**config.mk**
```make
export PLATFORM = sky130hd
export DESIGN_NAME = ccff_bitstream_loader
export DESIGN_NICKNAME = d
export VERILOG_FILES = /design/src/rtl/ccff_bitstream_loader.sv
export SDC_FILE = /design/constraint.sdc
export NUM_CORES = 1
export LEC_CHECK = 0
export ABC_CLOCK_PERIOD_IN_PS = 5450
export CAP_MARGIN = 20
export CORE_MARGIN = 5
export CORE_UTILIZATION = 63
export CTS_BUF_LIST = sky130_fd_sc_hd__clkbuf_4
export DETAILED_ROUTE_END_ITERATION = 10
export PLACE_DENSITY = 0.86
export SLEW_MARGIN = 20
export SYNTH_ARGS = -nofsm -noshare
export SYNTH_HDL_FRONTEND = slang
export SYNTH_SLANG_ARGS = --single-unit
```
**constraint.sdc**
```tcl
create_clock -name prog_clk -period 5.45 [get_ports prog_clk]
set_input_delay 1.09 -clock prog_clk [delete_from_list [all_inputs] [get_ports prog_clk]]
set_output_delay 1.09 -clock prog_clk [all_outputs]
set_load 0.05 [all_outputs]
```
**src/rtl/ccff_bitstream_loader.sv**
```systemverilog
// Configuration-chain head driver: serialises valid/ready bitstream words LSB first onto ccff_head.
// Define CCFF_VERIFY_EN to prepend a MARKER preamble and check it as it leaves through ccff_tail.
module ccff_bitstream_loader #(
  parameter int unsigned         WORD_W    = 32,
  parameter int unsigned         CHAIN_LEN = 1024,
  parameter int unsigned         CNT_W     = 16,
  parameter int unsigned         MARKER_W  = 8,
  parameter logic [MARKER_W-1:0] MARKER    = 8'hA5
) (
  input  logic              prog_clk,
  input  logic              prog_reset,
  input  logic              start,
  input  logic [WORD_W-1:0] word_in,
  input  logic              word_valid,
  output logic              word_ready,
  output logic              ccff_head,
  output logic              ccff_shift_en,
  input  logic              ccff_tail,
  output logic              busy,
  output logic              done,
  output logic              verify_fail
);

`ifdef CCFF_VERIFY_EN
  localparam int unsigned N = CHAIN_LEN + MARKER_W;
`else
  localparam int unsigned N = CHAIN_LEN;
`endif
  localparam logic [CNT_W-1:0] N_C      = CNT_W'(N);
  localparam logic [CNT_W-1:0] LAST_BIT = CNT_W'(WORD_W - 1);

  typedef enum logic [2:0] {S_IDLE, S_PRE, S_FETCH, S_SHIFT, S_FIN} state_e;

  state_e            state_q;
  logic [CNT_W-1:0]  cnt_q;
  logic [CNT_W-1:0]  bit_q;
  logic [WORD_W-1:0] word_q;
  logic              head_q;
  logic              shift_en_q;
  logic              ready_q;
  logic              busy_q;
  logic              done_q;
  logic [CNT_W-1:0]  cnt_d;

  assign cnt_d = cnt_q + CNT_W'(1);

`ifdef CCFF_VERIFY_EN
  localparam logic [CNT_W-1:0] MK_LAST = CNT_W'(MARKER_W - 1);
  logic [MARKER_W-1:0] mk_q;
`endif

  // head/shift_en are loaded for the cycle they will be seen in; the word is consumed by right shifts
  always_ff @(posedge prog_clk) begin
    if (prog_reset) begin
      state_q    <= S_IDLE;
      cnt_q      <= '0;
      bit_q      <= '0;
      word_q     <= '0;
      head_q     <= 1'b0;
      shift_en_q <= 1'b0;
      ready_q    <= 1'b0;
      busy_q     <= 1'b0;
      done_q     <= 1'b0;
`ifdef CCFF_VERIFY_EN
      mk_q       <= '0;
`endif
    end else begin
      case (state_q)
        S_IDLE: begin
          if (start) begin
            cnt_q  <= '0;
            busy_q <= 1'b1;
`ifdef CCFF_VERIFY_EN
            state_q    <= S_PRE;
            shift_en_q <= 1'b1;
            head_q     <= MARKER[0];
            mk_q       <= MARKER >> 1;
`else
            state_q <= S_FETCH;
            ready_q <= 1'b1;
`endif
          end
        end
`ifdef CCFF_VERIFY_EN
        S_PRE: begin
          cnt_q <= cnt_d;
          if (cnt_q == MK_LAST) begin
            state_q    <= S_FETCH;
            shift_en_q <= 1'b0;
            ready_q    <= 1'b1;
          end else begin
            head_q <= mk_q[0];
            mk_q   <= mk_q >> 1;
          end
        end
`endif
        S_FETCH: begin
          if (word_valid) begin
            state_q    <= S_SHIFT;
            word_q     <= word_in >> 1;
            head_q     <= word_in[0];
            shift_en_q <= 1'b1;
            ready_q    <= 1'b0;
            bit_q      <= '0;
          end
        end
        S_SHIFT: begin
          cnt_q <= cnt_d;
          if (cnt_d == N_C || bit_q == LAST_BIT) begin
            shift_en_q <= 1'b0;
            if (cnt_d == N_C) begin
              state_q <= S_FIN;
              done_q  <= 1'b1;
            end else begin
              state_q <= S_FETCH;
              ready_q <= 1'b1;
            end
          end else begin
            bit_q  <= bit_q + CNT_W'(1);
            head_q <= word_q[0];
            word_q <= word_q >> 1;
          end
        end
        S_FIN: begin
          state_q <= S_IDLE;
          done_q  <= 1'b0;
          busy_q  <= 1'b0;
        end
        default: state_q <= S_IDLE;
      endcase
    end
  end

`ifdef CCFF_VERIFY_EN
  // Once CHAIN_LEN edges have happened, the tail presents preamble bit (cnt - CHAIN_LEN)
  logic [CNT_W-1:0]    mk_idx;
  logic [MARKER_W-1:0] mk_sh;
  logic                in_win;
  logic                vf_q;

  assign mk_idx = cnt_q - CNT_W'(CHAIN_LEN);
  assign mk_sh  = MARKER >> mk_idx;
  assign in_win = (state_q != S_IDLE) && (cnt_q >= CNT_W'(CHAIN_LEN)) && (cnt_q < N_C);

  always_ff @(posedge prog_clk) begin
    if (prog_reset) begin
      vf_q <= 1'b0;
    end else if (state_q == S_IDLE && start) begin
      vf_q <= 1'b0;
    end else if (in_win && (ccff_tail != mk_sh[0])) begin
      vf_q <= 1'b1;
    end
  end

  assign verify_fail = vf_q;
`else
  logic unused_ok;
  assign unused_ok   = ^{ccff_tail, MARKER};
  assign verify_fail = 1'b0;
`endif

  assign word_ready    = ready_q;
  assign ccff_head     = head_q;
  assign ccff_shift_en = shift_en_q;
  assign busy          = busy_q;
  assign done          = done_q;

endmodule
```
==> flow_summary.ini, run 1 <==
[grt]
antenna_found_initial = 0
grt_util_all_layers = 0.244
grt_overflow = 0
grt_max_degree = 61
grt_pass1_wl_mm = 15.2
grt_pass1_vias = 3431

[setup_path]
cp-start-kind = flop
cp_slowest_cell = nor2b_4
cp_max_fo = 31
rrSetupSlack_ns = 2.35
rr_worst_depth = 9
path_class = flop to flop
end_kind = flop
worstPathArrival_ns = 3.42
cp_cell_sequence = ha_1 > nand3_2 > nor4_1 > o221ai_1 > nor3_1 > nor2b_4 > o21ai_2 > buf_4 > a311oi_1
required_ns = 5.77
max_stage_delay_ns = 0.57

[layout]
diodes = 0
fin_area_um2 = 4290
nets = 531
area_delta_synth_final_pct = 13.0
drive_gt1_frac = 0.0766

[clocking]
ctsHoldBuffers = 0
cts_sinks = 71
clk_pin_slew_worst_paths_ns = 0.12
cts_max_path_buffers = 2
cts_buffers = 9
postCtsSetupBuffers = 0
clk_latency_ns = 0.42
root_buffer = clkbuf_4
htree_levels = 3
cts_resized = 0
cts_tree = done

[detailed_routing]
drt-total-wl_mm = 9.35
drtIter0Drc = 373
ant_nets = 0
highest_layer = met4
wl_met2_mm = 4.50
viasPerCell = 6.61
dr_wl_met3_um = 549
wire_per_inst_um = 16.4
first_pass_iters = 5
drc = 0
wl_met1_mm = 4.12
vias = 3775

[synthesis]
ys_seq_elements = 71
synth_edf_count = 0
ys_async_sr_fraction = 0
synth.top_cell.area_share = 0.375
avgSynthCellArea_um2 = 7.87
yosysSeqAreaShare = 0.375
synthCells = 482
yosysWarnings = 0
synthesis.nets = 522
yosys.area.top_type = dfxtp_1
synthDistinctLibCells = 51
synth_ff_type = dfxtp_1
syn_area_um2 = 3790
synth.area.top_cells = dfxtp_1 37%, nand2_1 9.7%, a311oi_1 8.3%

[floorplan]
die_y_um = 87.6
dieWidth_um = 87.6
dieArea_um2 = 7680
num_io_pins = 43
fp-row-count = 28
start_util = 0.645
core_area_um2 = 5890

[sta]
post-route-period-util = 0.569
skew_ns = 0.0223
timing.fmax_mhz = 323
fin_crit_ns = 3.10
max-slew-margin-rel = 0.317
worstMarginPinSlew_ns = 1.02
setup_viol = 0
final_hold_viol_count = 0
rsz0062_at_grt = no
final_max_slew_viol_count = 0
setup_ws_ns = 2.35
tns_ns = 0

[worst_hold_path]
hp-class = flop to flop
holdPathStages = 2

[power]
ir_drop_mv = 0.155
p_leak_uw = 0.00146
p_per_area_nw_per_um2 = 252

[placement]
port_buffers = 40
place.gp.congestion = 0.871
place_area_um2 = 4130
pre_cts_ws_ns = 2.33
post-dp-hpwl_mm = 5.61

[run_status]
status = completed

[run]
maxCapViolations = 0
==> cells by family after synthesis <==
group,count (synthesis),synth area share
xor gates and xnor gates,5,0.0115
and+or+nand+nor,208,0.266
muxes,5,0.0135
other,1,0.000988
buffers and inverters,51,0.0607
adders and majority gates,3,0.00989
AOI/OAI and AO/OA,138,0.263
DFF,71,0.375
==> synthesized netlist by cell type, drive strengths merged (6+ instances only) <==
cell    instances
nor4           10
o21ai          15
clkbuf         29
nand2          98
dfxtp          71
and3            6
nor3           16
nor2           27
or4             9
nand3          15
a211oi         33
a21oi          24
a311oi         36
buf            20
nand4           7
==> worst paths after layout <==
path,end,from
max,word_q[7]$_SDFFE_PP0P_,cnt_q[0]$_SDFFE_PP0P_
min,word_ready$_SDFFE_PP0P_,word_ready$_SDFFE_PP0P_
max reg2reg,word_q[7]$_SDFFE_PP0P_,cnt_q[0]$_SDFFE_PP0P_
min reg2reg,word_ready$_SDFFE_PP0P_,word_ready$_SDFFE_PP0P_
==> layout by cell type, fill, tap and decap left out, types with 4 or more instances in the layout <==
| master | instances |
|---|---|
| clkdlybuf4s50_1 | 39 |
| o31ai_1 | 5 |
| mux2i_1 | 4 |
| or2_2 | 4 |
| nand2_1 | 98 |
| nor2_1 | 25 |
| nor3_1 | 16 |
| or3_1 | 5 |
| and4_1 | 4 |
| nor4_1 | 9 |
| o211ai_1 | 4 |
| a21oi_1 | 24 |
| o21ai_0 | 14 |
| and3_1 | 6 |
| nand4_1 | 5 |
| clkbuf_4 | 10 |
| a211oi_1 | 33 |
| a311oi_1 | 36 |
| buf_4 | 7 |
| nand3_1 | 14 |
| dfxtp_1 | 71 |
| or4_1 | 9 |
| a31oi_1 | 4 |
==> worst max-delay path, delay by kind of cell, from the launching register on <==
kind / cells / cell delay [ns]
AND/OR/NAND/NOR: 4 / 1.37
AO/OA/AOI/OAI: 3 / 0.57
flip-flops: 1 / 0.49
adder cells (fa/ha/maj): 1 / 0.32
buffers and inverters: 1 / 0.26
==> layout make-up <==
cell class              instances  area, um^2
repair buffers                 47         448
flip-flops and latches         71        1420
clock buffers                  10        75.1
fillers                       466        1600
inverters                       2        7.51
multi-input cells             360        2160
well taps                      75        93.8
clock inverters                 6        85.1
==> sequential cells by signal (all words and copies together), names as in the netlist <==
register,cells
bit_q,16
busy,1
ccff_head,1
ccff_shift_en,1
cnt_q,16
done,1
state_q,3
word_q,31
word_ready,1
==> per-layer routing <==
| layer | up-vias | global-route usage |
|---|---|---|
| met5 | - | 0 |
| met3 | 18 | 0.0320 |
| met2 | 135 | 0.406 |
| met4 | 0 | 0.107 |
| met1 | 1799 | 0.316 |
| li1 | 1823 | - |
==> power breakdown <==
part           switching (uW)  total (uW)  internal [uW]
clock                     194         384            190
combinational            76.7         137           60.3
sequential               14.4         558            543
total                     285        1080            793
==> stage by stage <==
step	total power (uW)	util	instances	hold slack (ns)
floorplan	653	-	482	0.446
global placement	699	0.701	555	0.438
detailed placement	704	0.701	555	0.449
CTS	1080	0.729	571	0.475
global route	1120	0.729	571	0.503
finish	1080	0.729	571	0.472
Note: power is estimated with default switching activity, not from simulation.
==> run 2: changes to the inputs <==
- ABC_CLOCK_PERIOD_IN_PS: 5450 -> 2500
- CORE_UTILIZATION: 63 -> 53
- PLACE_DENSITY: 0.86 -> 0.77
- clock period: 5.45 -> 2.5 ns (I/O delays scaled with it)
==> flow_summary.ini, run 2 (synthesis gave the netlist of run 1 again) <==
[clocking]
cts_max_path_buffers = 2
cts_buffers = 9
postCtsSetupBuffers = 0
cts_tree = done
clk_latency_ns = 0.42
root_buffer = clkbuf_4
ctsHoldBuffers = 0
htree_levels = 3
clk_pin_slew_worst_paths_ns = 0.11
cts_sinks = 71

[detailed_routing]
first_pass_iters = 4
ant_nets = 0
drc = 0
viasPerCell = 6.25
vias = 3785
wl_met1_mm = 4.30
dr_wl_met3_um = 398
wire_per_inst_um = 16.0
wl_met2_mm = 4.83
drtIter0Drc = 178
highest_layer = met4
drt-total-wl_mm = 9.69

[run_status]
status = completed

[setup_path]
required_ns = 2.79
crit_buf_inv = 2
cp_slowest_cell = dfxtp_1
end_kind = flop
cp_cell_sequence = buf_4 > and4_4 > nand3_1 > mux2i_1 > o2111ai_2 > nand2b_1 > buf_6 > a211oi_1 > a311oi_2
cp_max_fo = 32
cp-start-kind = flop
worstPathArrival_ns = 2.68
max_stage_delay_ns = 0.37
cp_top_family = simple AND/OR/NAND/NOR gates
path_class = flop to flop

[grt]
grt_pass1_wl_mm = 15.6
antenna_found_initial = 0
grt_pass1_vias = 3507
grt_max_degree = 42
grt_util_all_layers = 0.214
grt_overflow = 0

[layout]
fin_util = 0.664
fin_cells = 606
reg_top3 = word_q x31, bit_q x16, cnt_q x16
final_common_cell = nand2_1
area_delta_synth_final_pct = 20.2
largest_register_ffs = 31
fillCellCount = 585
nets = 545
final_cell_mix = 98 x nand2_1, 64 x dfxtp_1, 39 x clkdlybuf4s50_1
diodes = 0
regMostFlops = word_q
drive_gt1_frac = 0.143
fin_area_um2 = 4560

[sta]
final_hold_viol_count = 0
max-slew-margin-rel = 0.664
final_max_slew_viol_count = 0
setup_viol = 0
timing.fmax_mhz = 418
worstMarginPinSlew_ns = 0.503
fin_crit_ns = 2.39
skew_ns = 0.0119
tns_ns = 0
post-route-period-util = 0.958

[power]
p_leak_uw = 0.00158
p_per_area_nw_per_um2 = 492
fin_total_pwr_uw = 2250
ir_drop_mv = 0.298

[placement]
port_buffers = 40
place.gp.congestion = 0.888
place_area_um2 = 4300
post-dp-hpwl_mm = 6.23
dp.cells = 590

[floorplan]
die_y_um = 94.6
fp-row-count = 30
dieArea_um2 = 8950
num_io_pins = 43
start_util = 0.552
dieWidth_um = 94.6
core_area_um2 = 6870

[worst_hold_path]
hp-class = input port to flop

[run]
maxCapViolations = 0
==> run 2: cell count changes in the layout (fill, tap and decap cells not counted), sizes merged <==
cell    delta
clkinv     +2
bufinv     -1
clkbuf     -1
buf       +14
==> run 2: layout make-up <==
| class | count | area [um^2] | area share |
|---|---|---|---|
| flip-flops and latches | 71 | 1430 | 0.314 |
| well taps | 96 | 120 | 0.0263 |
| clock buffers | 9 | 67.6 | 0.0148 |
| multi-input cells | 360 | 2280 | 0.499 |
| inverters | 2 | 7.51 | 0.00165 |
| clock inverters | 7 | 63.8 | 0.0140 |
| repair buffers | 61 | 594 | 0.130 |
==> run 2: worst paths after layout <==
path	startpoint	endpoint	slack [ns]	cells past startpoint
hold / removal	prog_reset	cnt_q[2]$_SDFFE_PP0P_	0.48	2
setup / recovery	cnt_q[1]$_SDFFE_PP0P_	word_q[25]$_SDFFE_PP0P_	0.11	9
setup reg to reg	cnt_q[1]$_SDFFE_PP0P_	word_q[25]$_SDFFE_PP0P_	0.11	9
hold reg to reg	word_q[30]$_SDFFE_PP0P_	word_q[29]$_SDFFE_PP0P_	0.48	2
==> run 2: power by group <==
group          leakage, uW  switching [uW]  internal (uW)
sequential        0.000582            31.3           1180
combinational     0.000932             177            147
clock            0.0000708             410            296
==> run 2: timing repair <==
action / CTS / global route
pin swaps: 0 / 4
setup endpoints to repair: 6 / 40
gates cloned: 0 / 0
resized for setup: 4 / 25
==> run 2: stage by stage <==
step           hold WS (ns)  setup slack (ns)
2_1_floorplan         0.446            0.0738
3_3_place_gp          0.467             0.103
3_5_place_dp          0.474            0.0280
4_1_cts               0.458            0.0181
5_1_grt               0.476           -0.0181
6_report              0.482             0.105
==> run 2: routing by layer <==
metal  track usage  vias up
li1              -     1859
met1         0.265     1833
met2         0.366       74
met3        0.0470       19
met4        0.0745        0
met5             0        -
